==> src/rtl/rr_grant_arbiter_pkg.sv <==
// rtl/rr_grant_arbiter_pkg.sv - shared types and one-hot helpers for rr_grant_arbiter
package rr_grant_arbiter_pkg;

    typedef enum logic [1:0] {
        ARB    = 2'd0,
        GRANT  = 2'd1,
        LOCKED = 2'd2
    } rr_grant_state_t;

    // Vectors are carried at the 32-bit maximum width; callers cast to PORTS.
    function automatic logic [31:0] rotl1(input logic [31:0] v, input int ports);
        logic [31:0] r;
        r = v << 1;
        if (v[ports-1]) begin
            r = 32'd1;
        end
        return r;
    endfunction

    function automatic logic [4:0] onehot_to_idx(input logic [31:0] v);
        logic [4:0] idx;
        idx = '0;
        for (int i = 0; i < 32; i++) begin
            if (v[i]) begin
                idx = idx | 5'(i);
            end
        end
        return idx;
    endfunction

endpackage

==> src/rtl/rr_grant_arbiter_select.sv <==
// rtl/rr_grant_arbiter_select.sv - combinational round-robin winner select (module rr_priority_select)
module rr_priority_select
    import rr_grant_arbiter_pkg::*;
#(
    parameter int PORTS = 4,
    parameter int IDX_W = (PORTS > 1) ? $clog2(PORTS) : 1
) (
    input  logic [PORTS-1:0] request,
    input  logic [PORTS-1:0] prio,
    output logic [PORTS-1:0] winner_one_hot,
    output logic [IDX_W-1:0] winner_idx,
    output logic             any_request
);

    // Low copy keeps only bits at/above prio; the high copy supplies the wrap.
    logic [2*PORTS-1:0] dreq;
    assign dreq = {request, request & ~(prio - PORTS'(1))};

    always_comb begin
        logic found;
        found          = 1'b0;
        winner_one_hot = '0;
        for (int i = 0; i < 2*PORTS; i++) begin
            if (!found && dreq[i]) begin
                found                      = 1'b1;
                winner_one_hot[i % PORTS]  = 1'b1;
            end
        end
    end

    assign winner_idx  = IDX_W'(onehot_to_idx(32'(winner_one_hot)));
    assign any_request = |request;

endmodule

==> src/rtl/rr_grant_arbiter.sv <==
// rtl/rr_grant_arbiter.sv - round-robin grant arbiter; RR_GRANT_ARBITER_LOCK_EN enables post-handshake lock
module rr_grant_arbiter
    import rr_grant_arbiter_pkg::*;
#(
    parameter int PORTS = 4,
    parameter int IDX_W = (PORTS > 1) ? $clog2(PORTS) : 1
) (
    input  logic             clk,
    input  logic             rst,
    input  logic [PORTS-1:0] request,
    input  logic             grant_ready,
    input  logic             release_lock,
    output logic             grant_valid,
    output logic [PORTS-1:0] grant_one_hot,
    output logic [IDX_W-1:0] grant_idx
);

    rr_grant_state_t  state, state_next;
    logic [PORTS-1:0] prio, prio_next, prio_rot, arb_prio;
    logic             valid_next;
    logic [PORTS-1:0] one_hot_next;
    logic [IDX_W-1:0] idx_next;
    logic [PORTS-1:0] win_one_hot;
    logic [IDX_W-1:0] win_idx;
    logic             any_request;

    assign prio_rot = PORTS'(rotl1(32'(grant_one_hot), PORTS));

    rr_priority_select #(.PORTS(PORTS), .IDX_W(IDX_W)) u_select (
        .request        (request),
        .prio           (arb_prio),
        .winner_one_hot (win_one_hot),
        .winner_idx     (win_idx),
        .any_request    (any_request)
    );

`ifndef RR_GRANT_ARBITER_LOCK_EN
    logic unused_release;
    assign unused_release = release_lock;
`endif

    always_comb begin
        logic do_arb;
        state_next   = state;
        prio_next    = prio;
        arb_prio     = prio;
        valid_next   = grant_valid;
        one_hot_next = grant_one_hot;
        idx_next     = grant_idx;
        do_arb       = 1'b0;
        case (state)
            ARB: do_arb = 1'b1;
            GRANT: begin
                if (grant_ready) begin
                    // The accepted winner drops to lowest priority, effective immediately.
                    prio_next = prio_rot;
                    arb_prio  = prio_rot;
`ifdef RR_GRANT_ARBITER_LOCK_EN
                    if (release_lock) begin
                        do_arb = 1'b1;
                    end else begin
                        state_next   = LOCKED;
                        valid_next   = 1'b0;
                        one_hot_next = '0;
                        idx_next     = '0;
                    end
`else
                    do_arb = 1'b1;
`endif
                end
            end
`ifdef RR_GRANT_ARBITER_LOCK_EN
            LOCKED: do_arb = release_lock;
`endif
            default: state_next = ARB;
        endcase
        if (do_arb) begin
            if (any_request) begin
                state_next   = GRANT;
                valid_next   = 1'b1;
                one_hot_next = win_one_hot;
                idx_next     = win_idx;
            end else begin
                state_next   = ARB;
                valid_next   = 1'b0;
                one_hot_next = '0;
                idx_next     = '0;
            end
        end
    end

    always_ff @(posedge clk) begin
        if (rst) begin
            state         <= ARB;
            prio          <= PORTS'(1);
            grant_valid   <= 1'b0;
            grant_one_hot <= '0;
            grant_idx     <= '0;
        end else begin
            state         <= state_next;
            prio          <= prio_next;
            grant_valid   <= valid_next;
            grant_one_hot <= one_hot_next;
            grant_idx     <= idx_next;
        end
    end

endmodule

==> config.mk <==
export PLATFORM = sky130hd
export DESIGN_NAME = rr_grant_arbiter
export DESIGN_NICKNAME = d
export VERILOG_FILES = /design/src/rtl/rr_grant_arbiter_pkg.sv /design/src/rtl/rr_grant_arbiter_select.sv /design/src/rtl/rr_grant_arbiter.sv
export SDC_FILE = /design/constraint.sdc
export NUM_CORES = 1
export LEC_CHECK = 0
export CAP_MARGIN = 10
export CORE_MARGIN = 2
export CORE_UTILIZATION = 47
export DETAILED_ROUTE_END_ITERATION = 8
export GPL_ROUTABILITY_DRIVEN = 0
export PLACE_DENSITY_LB_ADDON = 0.1
export SLEW_MARGIN = 20
export SYNTH_ARGS = -nofsm -noshare
export SYNTH_HDL_FRONTEND = slang
export SYNTH_SLANG_ARGS = --single-unit
==> constraint.sdc <==
create_clock -name clk -period 2.18 [get_ports clk]
set_input_delay 0.436 -clock clk [delete_from_list [all_inputs] [get_ports clk]]
set_output_delay 0.436 -clock clk [all_outputs]
set_load 0.005 [all_outputs]
==> metrics <==
status completed; total power 521 µW; maximum VDD drop 0.000337 V; Post-Syn Nets 80; Core ar. 1280 µm²; most common library cells after synthesis 12 x dfxtp_1, 8 x nand2_1, 7 x a21oi_1; total of max-cap violations 0; TritonCTS clock tree done; Post-Syn Instances 71; Antenna Cells 0; Via Count 625; clock slew at reported path FFs 0.07 ns; post-route clock skew 0.00486 ns; post-place setup slack -0.269 ns; Multi-input gate area 387 µm²; WL final 1590 µm; post-layout util 0.696; HP Start grant_valid; Tcrit/Tclk final 0.911; Slew @ Worst Pin 0.421 ns; setup bufs post-CTS 0; WHS Path Cells 1; number of port buffers 13; later-pin clock latency in the skew report 0.27 ns; die area 1680 µm²; Synth Flop Type dfxtp_1; Hold Path Class register to register; EDFF count, synth 0; Pre-antenna DRT Iters 4; CTS Buffer Depth 2; Core Rows 13; Sequential Area 240 µm²; post-synthesis sequential area ratio 0.373; reg-to-reg endpoint grant_idx[1]; RSZ-0062 raised after global routing false; Iter 0 DRT Violations 19; worst reg2reg startpoint state[0]; final critical delay including setup and external delays 1.99 ns; Synth Register Bits 12; Congestion Overflow GR 0; Syn Std Cell Area 644 µm²; Die Y 41.0 µm; Arr. time, crit path 2.18 ns; Final nets 106; Lkg Pwr 0.000363 µW; average size of a mapped cell 9.08 µm²; synth warn 0; Async SR Flop Fraction 0; CTS buffer count 3; setup violators final 0; die width 41.0 µm; Starting Density 0.501; Layout area overhead 38.8%; post_cts resized 0; R2R depth 7; largest fanout on the critical path 11; Detail Route Antenna Nets 0; fin. max-slew vios 0; first-pass GRT wire length 2340 µm; Critical Path End Type register; IO Count 15; sink of the worst hold path grant_valid; post-DP HPWL 1160 µm; Worst EP required 2.38 ns; Final Hold Fails 0; R2R Setup Slk 0.19 ns; dominant cells by area after synthesis dfxtp_1 37%, a21oi_1 5.4%, a31oi_1 4.9%, and4b_1 4.7%, mux2i_1 4.7%; drc violations 0; clock root buffer clkbuf_4; hold slack 0.474 ns; htree depth 1; relative slew slack 0.719; Pwr per Cell Area 583 nW/µm²; filler cell count 118; vias in the first global route 573; pin count of the biggest net entering global routing 12; clock sink total 12; Highest Clock Rate 0.503 GHz; critical path class register to register; most frequent cell after synthesis dfxtp_1; worst setup margin 0.194 ns; initial antenna violation count 0; routed wire length per instance 14.4 µm; Yosys cell types 27; Global Route Usage Sum 0.215; Setup crit start kind register; top-area cell type share of the netlist area 0.373; DR vias/cell 5.68; cts hold-fix bufs 0; layout cells sized above 1 0.200; cell taking the most area after synthesis dfxtp_1; setup TNS 0 ns
==> worst max-delay path, cell delays in order, from the launching register on <==
cell and delay [ns]:
dfxtp_1 0.52, nand2_1 0.16, buf_4 0.18, a221oi_4 0.32, mux2i_2 0.29, buf_4 0.15, a32oi_1 0.08, a31oi_1 0.19
==> metal layers <==
| metal | part of all wire | routed length, µm | vias to the layer above | global-route usage |
|---|---|---|---|---|
| met5 | 0 | 0 | - | 0 |
| met2 | 0.48 | 760 | 14 | 0.363 |
| li1 | - | - | 314 | - |
| met4 | 0.020 | 31 | 0 | 0.100 |
| met1 | 0.46 | 727 | 293 | 0.262 |
| met3 | 0.043 | 68 | 4 | 0.0326 |
==> how the worst max path moves through the flow <==
stage	from	end	slack, ns	depth (start not counted)
final	state[0]	grant_idx[1]	0.19	7
after global placement	grant_ready	grant_idx[0]	-0.27	8
after detailed placement	grant_ready	grant_idx[0]	-0.27	8
after global routing	state[0]	grant_idx[1]	0.04	7
after floorplan	grant_ready	grant_idx[0]	0.24	8
after CTS	grant_ready	grant_idx[0]	0.004	8
==> metrics by stage <==
| step | instance area [µm²] | std cells |
|---|---|---|
| after global routing | 895 | 110 |
| after global placement | 853 | 107 |
| after floorplan | 644 | 71 |
| after CTS | 876 | 110 |
| final | 895 | 110 |
| after detailed placement | 853 | 107 |
==> cell usage in the layout (no fill, tap or decap), drive strengths merged, types with 2 or more instances in the layout <==
cell type / instances
o21a: 2
and4b: 3
a21oi: 7
clkbuf: 3
dfxtp: 12
a31oi: 5
xor2: 2
nand2: 8
nand2b: 3
clkdlybuf4s50: 12
mux2i: 3
nor3: 4
inv: 3
nor2: 4
buf: 11
==> power by group <==
part	leakage [µW]	total, µW	internal, µW	switching (µW)
Clock	0.0000138	134	64.0	70.4
Combinational	0.000251	142	78.3	63.7
Sequential	0.0000986	245	233	11.5
==> registers in the layout (all words and copies together), names as in the netlist <==
name,cells
grant_one_hot,4
grant_idx,2
grant_valid,1
state,1
prio,4
==> final cells by class <==
class,instances,share of cell area
well taps,15,0.0210
clock buffers,3,0.0252
flip-flops and latches,12,0.269
repair buffers,24,0.241
multi-input cells,53,0.432
inverters,3,0.0126
==> kinds of logic (layout without fill, tap and decap cells) <==
group,after synthesis,after routing,share of synthesized area
adder cells (fa/ha/maj),1,1,0.0194
AND/OR/NAND/NOR,25,25,0.219
multiplexers,4,4,0.0641
AO/OA/AOI/OAI,21,21,0.245
buffers and inverters,6,30,0.0524
XOR/XNOR,2,2,0.0272
flip-flops,12,12,0.373
(Power assumes the default switching activity.)
==> patch, RTL diff (same flow settings) <==
Re-encode `rr_grant_state_t` (3 states) as one-hot, 3 bits wide.
--- a/src/rtl/rr_grant_arbiter_pkg.sv
+++ b/src/rtl/rr_grant_arbiter_pkg.sv
@@ -1,10 +1,10 @@
 // rtl/rr_grant_arbiter_pkg.sv - shared types and one-hot helpers for rr_grant_arbiter
 package rr_grant_arbiter_pkg;
 
-    typedef enum logic [1:0] {
-        ARB    = 2'd0,
-        GRANT  = 2'd1,
-        LOCKED = 2'd2
+    typedef enum logic [2:0] {
+        ARB    = 3'b001,
+        GRANT  = 3'b010,
+        LOCKED = 3'b100
     } rr_grant_state_t;
 
     // Vectors are carried at the 32-bit maximum width; callers cast to PORTS.
Behaviour: no difference found for any inputs over 10 cycles, from zero or initial values and one cycle with rst high; not proved beyond that.
==> patch against the unedited design <==
- hold slack got worse by 0.0054 ns
- cell count increased by 15%
- wire length increased by 13%
- sequential cell count increased by 1
- final area increased by 19%
- area after synthesis increased by 13%
- critical path depth increased by 1
- first-iteration DRC count decreased by 26%
- setup slack got worse by 0.088 ns
Power is not compared: it rests on default switching activity, and its combinational part moved more than twofold at a synthesized area within 25%.
==> patch: results <==
set metrics [dict create \
    holdPathStages 2 \
    final_layout_size_suffix_gt1_share_pct 30.6 \
    synth_area_per_cell_sq_um 9.09 \
    placement.setup.worst_slack_ns -0.373 \
    totalWireLength_mm 1.79 \
    drtIter0Drc 14 \
    worst-r2r-setup-slack_ns 0.11 \
    postLayoutSetupSlackWorst_ns 0.106 \
    route.vias.total 719 \
    dpl-instance-area_sq_um 988 \
    fin_worst_skew_ns 0.00646 \
    dp_wirelength_mm 1.27 \
    top_regs "grant_one_hot x4, prio x4" \
    sequential_fraction_of_the_synthesis_area_pct 35.8 \
    fin_total_pwr_mw 1.11 \
    run_status "completed" \
    netlist_top_cells_area "sky130_fd_sc_hd__dfxtp_1 36%, sky130_fd_sc_hd__a21oi_1 5.5%, sky130_fd_sc_hd__ha_1 5.2%, sky130_fd_sc_hd__and4b_1 4.1%, sky130_fd_sc_hd__nand2_1 4.1%" \
    synth_xor_xnor_area_share_pct 2.41 \
    groute.usage.overall_pct 19.7 \
    transition_at_the_pin_with_the_smallest_max_transition_slack_ns 0.508 \
    finish.net_count 123 \
    worst_hold_slack_ns 0.468 \
    synth.area.mux_share_pct 4.48 \
    fin_cells 127 \
    first_global_vias 635 \
]
-- patch: changes by cell type in the layout (fill, tap and decap cells not counted), moves of 2 or more --
cell	before	now
sky130_fd_sc_hd__inv_2	0	2
sky130_fd_sc_hd__mux2i_1	2	0
sky130_fd_sc_hd__nor3_1	4	2
sky130_fd_sc_hd__buf_4	11	16
sky130_fd_sc_hd__nand3_1	0	2
sky130_fd_sc_hd__ha_4	0	2
sky130_fd_sc_hd__a21o_1	0	2
-- patch: routing by layer --
metal / wire length, microns / vias up / track usage, %
li1: - / 357 / -
met1: 839 / 338 / 27.9
met2: 854 / 22 / 30.7
met3: 82 / 2 / 3.75
met4: 18 / 0 / 5.45
met5: 0 / - / 0
-- patch: cell type report --
cell class | instances | area, sq um
Sequential cell | 13 | 262
Multi-Input combinational cell | 59 | 484
Fill cell | 115 | 408
Timing Repair Buffer | 29 | 249
Tap cell | 16 | 20.0
Inverter | 6 | 22.5
Clock buffer | 4 | 26.3
